$ cat config.mk
export PLATFORM = sky130hd
export DESIGN_NAME = uart_tx_fifo_flat
export DESIGN_NICKNAME = d
export VERILOG_FILES = /design/src/rtl/uart_tx_fifo_if.sv /design/src/rtl/uart_tx_fifo.sv /design/src/flat_wrapper.sv
export SDC_FILE = /design/constraint.sdc
export NUM_CORES = 1
export LEC_CHECK = 0
export CORE_MARGIN = 1.5
export CORE_UTILIZATION = 45
export CTS_CLUSTER_DIAMETER = 100
export DETAILED_ROUTE_END_ITERATION = 7
export PLACE_DENSITY = 0.68
export SYNTH_ARGS = -nofsm -noshare
export SYNTH_HDL_FRONTEND = slang
export SYNTH_SLANG_ARGS = --single-unit
export TNS_END_PERCENT = 50
$ cat constraint.sdc
create_clock -name clk_i -period 2.5 [get_ports clk_i]
set_input_delay 0.5 -clock clk_i [delete_from_list [all_inputs] [get_ports clk_i]]
set_output_delay 0.5 -clock clk_i [all_outputs]
set_load 0.02 [all_outputs]
$ cat src/rtl/uart_tx_fifo_if.sv
// uart_tx_fifo_if: parallel-side and line-side signal bundle of the buffered UART transmitter
// Ports (via modports):
//   par_en, par_typ, stop2, prescale : frame configuration, sampled by the transmitter on each pop
//   data_valid, p_data, data_ready   : word write handshake into the input FIFO
//   tx_out, busy, fifo_count         : serial line, frame-in-progress flag, queued word count
//   master drives config/data, slave is the transmitter
interface uart_tx_fifo_if #(
    parameter int DATA_WIDTH     = 8,
    parameter int PRESCALE_WIDTH = 6,
    parameter int CNT_WIDTH      = 3
);
    logic                      par_en;
    logic                      par_typ;
    logic                      stop2;
    logic [PRESCALE_WIDTH-1:0] prescale;
    logic                      data_valid;
    logic [DATA_WIDTH-1:0]     p_data;
    logic                      data_ready;
    logic                      tx_out;
    logic                      busy;
    logic [CNT_WIDTH-1:0]      fifo_count;

    modport master (
        output par_en, par_typ, stop2, prescale, data_valid, p_data,
        input  data_ready, tx_out, busy, fifo_count
    );

    modport slave (
        input  par_en, par_typ, stop2, prescale, data_valid, p_data,
        output data_ready, tx_out, busy, fifo_count
    );
endinterface

$ cat src/rtl/uart_tx_fifo.sv
// uart_tx_fifo: UART serial transmitter with an input FIFO and back-to-back framing
// Ports:
//   clk_i : UART clock
//   rst_i : asynchronous reset, active-high; clears the FIFO and aborts any frame
//   bus   : uart_tx_fifo_if.slave (config, write handshake, tx_out, busy, fifo_count)
module uart_tx_fifo #(
    parameter int DATA_WIDTH     = 8,
    parameter int FIFO_DEPTH     = 4,
    parameter int PRESCALE_WIDTH = 6,
    parameter int CNT_WIDTH      = $clog2(FIFO_DEPTH) + 1
) (
    input logic           clk_i,
    input logic           rst_i,
    uart_tx_fifo_if.slave bus
);
    localparam int AW = $clog2(FIFO_DEPTH);
    localparam int IW = $clog2(DATA_WIDTH);
    localparam logic [PRESCALE_WIDTH-1:0] PRE_ONE = PRESCALE_WIDTH'(1);

    typedef enum logic [2:0] {IDLE, START, DATA, PARITY, STOP} state_e;

    state_e                    state_q, state_d;
    logic [DATA_WIDTH-1:0]     mem_q [FIFO_DEPTH];
    logic [AW-1:0]             wr_ptr_q, rd_ptr_q;
    logic [CNT_WIDTH-1:0]      count_q;
    logic [DATA_WIDTH-1:0]     sh_q, sh_d;
    logic                      par_en_q, par_bit_q, stop2_q;
    logic [PRESCALE_WIDTH-1:0] pre_q, pre_d, cnt_q, cnt_d;
    logic [IW-1:0]             idx_q, idx_d;
    logic                      tx_q, tx_d;
    logic                      full, empty, push, pop, bit_done, last_data, last_stop;
    logic [DATA_WIDTH-1:0]     head;

    assign full      = count_q == CNT_WIDTH'(FIFO_DEPTH);
    assign empty     = count_q == '0;
    assign push      = bus.data_valid && !full;
    assign head      = mem_q[rd_ptr_q];
    assign bit_done  = cnt_q == '0;
    assign last_data = idx_q == IW'(DATA_WIDTH - 1);
    assign last_stop = idx_q == IW'(stop2_q);

    assign bus.data_ready = !full;
    assign bus.tx_out     = tx_q;
    assign bus.busy       = state_q != IDLE;
    assign bus.fifo_count = count_q;

    always_ff @(posedge clk_i or posedge rst_i) begin
        if (rst_i) state_q <= IDLE;
        else       state_q <= state_d;
    end

    // A pop either starts a frame from IDLE or chains the next frame
    // directly out of the final stop bit, so no idle cycle separates them.
    always_comb begin
        state_d = state_q;
        pop     = 1'b0;
        case (state_q)
            IDLE:    pop = !empty;
            START:   if (bit_done) state_d = DATA;
            DATA:    if (bit_done && last_data) state_d = par_en_q ? PARITY : STOP;
            PARITY:  if (bit_done) state_d = STOP;
            STOP:    if (bit_done && last_stop) begin
                         pop     = !empty;
                         state_d = IDLE;
                     end
            default: state_d = IDLE;
        endcase
        if (pop) state_d = START;
    end

    // Bit period counts down from prescale-1; idx counts data bits in DATA
    // and stop bits in STOP, restarting on every state change.
    always_comb begin
        pre_d = pop ? ((bus.prescale == '0) ? PRE_ONE : bus.prescale) : pre_q;
        sh_d  = pop ? head : (state_q == DATA && bit_done) ? sh_q >> 1 : sh_q;
        cnt_d = (state_d == IDLE) ? '0 : (pop || bit_done) ? pre_d - PRE_ONE : cnt_q - PRE_ONE;
        idx_d = (state_d != state_q) ? '0 : bit_done ? idx_q + IW'(1) : idx_q;
    end

    // The line level is computed for the state being entered, so tx_q
    // changes on the same edge as the state and stays glitch-free.
    always_comb begin
        tx_d = (state_d == START)  ? 1'b0 :
               (state_d == DATA)   ? sh_d[0] :
               (state_d == PARITY) ? par_bit_q : 1'b1;
    end

    always_ff @(posedge clk_i) begin
        if (push) mem_q[wr_ptr_q] <= bus.p_data;
    end

    always_ff @(posedge clk_i or posedge rst_i) begin
        if (rst_i) begin
            wr_ptr_q  <= '0;
            rd_ptr_q  <= '0;
            count_q   <= '0;
            sh_q      <= '0;
            par_en_q  <= 1'b0;
            par_bit_q <= 1'b0;
            stop2_q   <= 1'b0;
            pre_q     <= PRE_ONE;
            cnt_q     <= '0;
            idx_q     <= '0;
            tx_q      <= 1'b1;
        end else begin
            count_q <= count_q + CNT_WIDTH'(push) - CNT_WIDTH'(pop);
            sh_q    <= sh_d;
            pre_q   <= pre_d;
            cnt_q   <= cnt_d;
            idx_q   <= idx_d;
            tx_q    <= tx_d;
            if (push) wr_ptr_q <= wr_ptr_q + AW'(1);
            if (pop) begin
                rd_ptr_q  <= rd_ptr_q + AW'(1);
                par_en_q  <= bus.par_en;
                stop2_q   <= bus.stop2;
                par_bit_q <= (^head) ^ bus.par_typ;
            end
        end
    end
endmodule
$ cat src/flat_wrapper.sv
// flat-port wrapper written by rule: the top's interface ports become plain ports
module uart_tx_fifo_flat 
#(
    parameter int DATA_WIDTH     = 8,
    parameter int FIFO_DEPTH     = 4,
    parameter int PRESCALE_WIDTH = 6,
    parameter int CNT_WIDTH      = $clog2(FIFO_DEPTH) + 1
)
  (clk_i, rst_i, bus_par_en, bus_par_typ, bus_stop2, bus_prescale, bus_data_valid, bus_p_data, bus_data_ready, bus_tx_out, bus_busy, bus_fifo_count);
  uart_tx_fifo_if #(.DATA_WIDTH(DATA_WIDTH), .PRESCALE_WIDTH(PRESCALE_WIDTH), .CNT_WIDTH(CNT_WIDTH)) bus_i ();
  input logic clk_i;
  input logic rst_i;
  input wire logic [$bits(bus_i.par_en)-1:0] bus_par_en;
  input wire logic [$bits(bus_i.par_typ)-1:0] bus_par_typ;
  input wire logic [$bits(bus_i.stop2)-1:0] bus_stop2;
  input wire logic [$bits(bus_i.prescale)-1:0] bus_prescale;
  input wire logic [$bits(bus_i.data_valid)-1:0] bus_data_valid;
  input wire logic [$bits(bus_i.p_data)-1:0] bus_p_data;
  output wire logic [$bits(bus_i.data_ready)-1:0] bus_data_ready;
  output wire logic [$bits(bus_i.tx_out)-1:0] bus_tx_out;
  output wire logic [$bits(bus_i.busy)-1:0] bus_busy;
  output wire logic [$bits(bus_i.fifo_count)-1:0] bus_fifo_count;
  assign bus_i.par_en = bus_par_en;
  assign bus_i.par_typ = bus_par_typ;
  assign bus_i.stop2 = bus_stop2;
  assign bus_i.prescale = bus_prescale;
  assign bus_i.data_valid = bus_data_valid;
  assign bus_i.p_data = bus_p_data;
  assign bus_data_ready = bus_i.data_ready;
  assign bus_tx_out = bus_i.tx_out;
  assign bus_busy = bus_i.busy;
  assign bus_fifo_count = bus_i.fifo_count;
  uart_tx_fifo #(.DATA_WIDTH(DATA_WIDTH), .FIFO_DEPTH(FIFO_DEPTH), .PRESCALE_WIDTH(PRESCALE_WIDTH), .CNT_WIDTH(CNT_WIDTH)) u_core (.clk_i(clk_i), .rst_i(rst_i), .bus(bus_i));
endmodule
==> impl_metrics.tcl <==
set metrics [dict create \
    syn_area_um2 3300 \
    ys_warn_count 0 \
    layout_commonest_cell "nand2_1" \
    clock_latency_ns 0.35 \
    synth-seq-area-share_pct 57.2 \
    period_minus_slack_ns 2.39 \
    ys_ff_latch 69 \
    irDropWorstVdd_mv 0.677 \
    power_mw 5.03 \
    path_buf_inv 2 \
    diodes 0 \
    hold_path_depth 2 \
    syn_area_per_cell_um2 12.3 \
    finClkSkew_ns 0.0133 \
    arrival_ns 2.63 \
    start_kind "register" \
    cp.depth 10 \
    pwr-share-clk_pct 17.3 \
    syn_to_final_growth_pct 23.5 \
    cts_made_buffers 9 \
    internal_power_mw 3.14 \
    maxClockFrequency_mhz 418 \
    cts_buffer_depth 2 \
    pwr-share-comb_pct 44.6 \
    power_switching_mw 1.89 \
    ys_async_sr_fraction_pct 53.6 \
    fin_crit_sh_pct 95.8 \
    grt_pass1_vias 2113 \
    sw_frac_of_total_pct 37.6 \
    rr_startpoint "u_core.bus.fifo_count[2]$_DFF_PP0_" \
    synth_cells 269 \
    synth-edff-count 32 \
    synthTopCellsByArea "edfxtp_1, dfrtp_1, nand2_1" \
    gp_congestion 0.806 \
    layout.nets 349 \
    synth.distinct_cells 50 \
    drt_iter0_drc 132 \
    drc 0 \
    timing.rr.end "u_core.bus.fifo_count[2]$_DFF_PP0_" \
    firstDrtPassIters 4 \
    hold_buffers 0 \
    gr-total-overflow 0 \
    grt_pass1_wl_um 10300 \
    crit_family "adder cells" \
    seq_power_share_pct 38.1 \
    p_per_area_nw_per_um2 1230 \
    antenna_found_initial 0 \
    die_width_um 88.7 \
    power.leakage_nw 1.65 \
    die_area_um2 7860 \
    rsz0062_at_grt "true" \
    cts_tree "done" \
    wl_um 6240 \
    core_um2 7180 \
    yosys.area.top_type "edfxtp_1" \
    grt_max_degree 38 \
    critical_path_required_ns 2.74 \
    layout-drive-gt1-share_pct 21.9 \
    outcome "completed" \
    cap_violations 0 \
    portBuffers 25 \
    vias_per_cell 5.22 \
    min_from "u_core.par_bit_q$_DFFE_PP0N_" \
    finish.utilization_pct 56.8 \
    clk_pin_slew_ns 0.09 \
    row_count 31 \
    boundaryPins 26 \
    ant_nets 0 \
    synthFlopType "dfrtp_1" \
    syn_nets 299 \
    worstSetupEndpointType "register" \
    grtUsageTotal_pct 17.9 \
    maxSlewHeadroom_pct 52.1 \
    initial_core_util_pct 46.0 \
    clockRootBuffer "clkbuf_8" \
    clkSinkCount 69 \
    drv_slew 0 \
    route.vias.total 2210 \
    hpwl_um 4370 \
    reg2reg_slack_ns 0.11 \
    synth.top_cell.area_share_pct 29.1 \
    critPathSlowestCell "dfrtp_2" \
    hp-class "reg -> reg" \
    die_h_um 88.7 \
    most-common-layout-cells "nand2_1, dfrtp_1, edfxtp_1" \
    wl_per_cell_um 14.7 \
    slowest_delay_ns 0.44 \
    path_class "reg -> reg" \
    crit_chain "or3_4, and2_4, nand2_8, inv_2, ha_4, inv_2, ha_4, fa_2, xor2_2, xnor2_1" \
    min_to "u_core.par_bit_q$_DFFE_PP0N_" \
    critPathMaxFanout 7 \
    worstMarginPinSlew_ns 0.712 \
    r2r_cells 10 \
    cts-htree-levels 3 \
    hold_violations 0 \
    finalSetupViolations 0 \
]
## cells by family (layout without fill, tap and decap cells)
logic type | after synthesis | after routing | share of synthesized area (%)
adders and majority gates | 10 | 10 | 4.02
muxes | 18 | 18 | 9.02
AOI/OAI and AO/OA | 43 | 43 | 8.45
xor gates and xnor gates | 17 | 17 | 5.15
buffers and inverters | 21 | 76 | 2.88
DFF | 69 | 69 | 57.2
and+or+nand+nor | 91 | 91 | 13.3
## worst min-delay path: stages (launching register included)
cell,delay [ns]
dfrtp_1,0.35
nand2_1,0.05
o21ai_1,0.06
## through the flow
step	hold slack, ns	setup TNS (ns)	worst slack, ns	std cells	cell area [um2]
global route	0.529	-0.0533	-0.0496	423	4080
global placement	0.473	0	0.111	400	3770
CTS	0.500	0	0.0490	416	3960
finish	0.489	0	0.106	423	4080
floorplan	0.456	0	0.0131	269	3320
detailed placement	0.479	0	0.0356	400	3770
## layout make-up
| class | instances | area, um2 |
|---|---|---|
| Clock buffer | 9 | 124 |
| Clock inverter | 7 | 62.6 |
| Fill cell | 601 | 3100 |
| Inverter | 11 | 41.3 |
| Multi-Input combinational cell | 179 | 1400 |
| Sequential cell | 69 | 1890 |
| Tap cell | 99 | 124 |
| Timing Repair Buffer | 49 | 430 |
## registers in the layout, summed over array words and instances (netlist names)
register,count
u_core.sh_q,8
u_core.cnt_q,6
u_core.par_en_q,1
u_core.pre_q,6
u_core.bus.fifo_count,3
u_core.par_bit_q,1
u_core.stop2_q,1
u_core.idx_q,3
u_core.state_q,3
u_core.wr_ptr_q,2
u_core.rd_ptr_q,2
u_core.bus.tx_out,1
u_core.mem_q,32
## cell usage after synthesis, drive strengths merged, types with 8 or more instances
library cell	instances
nand2	40
xnor2	13
edfxtp	32
inv	11
o21ai	11
mux2i	8
nor2	15
nand3	9
mux4	8
dfrtp	35
ha	9
a21oi	10
## power by group through the flow
stage / registers [mW] / logic (mW) / clock network, mW
finish: 1.92 / 2.24 / 0.872
global route: 1.97 / 2.51 / 0.945
CTS: 1.91 / 2.09 / 0.896
detailed placement: 1.93 / 2.08 / 0
global placement: 1.92 / 2.04 / 0
floorplan: 1.83 / 1.59 / 0
## how the worst max path moves through the flow
stage / from / to / slack, ns
after floorplan: u_core.bus.fifo_count[0]$_DFF_PP0_ / u_core.bus.fifo_count[2]$_DFF_PP0_ / 0.01
after global placement: u_core.bus.fifo_count[2]$_DFF_PP0_ / u_core.bus.fifo_count[2]$_DFF_PP0_ / 0.11
after detailed placement: bus_prescale[3] / u_core.cnt_q[4]$_DFF_PP0_ / 0.04
after CTS: u_core.bus.fifo_count[2]$_DFF_PP0_ / u_core.bus.fifo_count[2]$_DFF_PP0_ / 0.05
after global routing: u_core.cnt_q[1]$_DFF_PP0_ / u_core.cnt_q[4]$_DFF_PP0_ / -0.05
final: u_core.bus.fifo_count[2]$_DFF_PP0_ / u_core.bus.fifo_count[2]$_DFF_PP0_ / 0.11
## per-layer routing
layer,part of all wire (%),track usage [%]
met2,45,24.6
met5,0,0
met3,5.6,5.50
met4,1.3,6.82
met1,49,26.4
## timing repair
action	in CTS	in global routing
setup endpoints to repair	0	2
buffers inserted	0	7
gates resized for setup	0	13
Note: power is estimated with default switching activity, not from simulation.
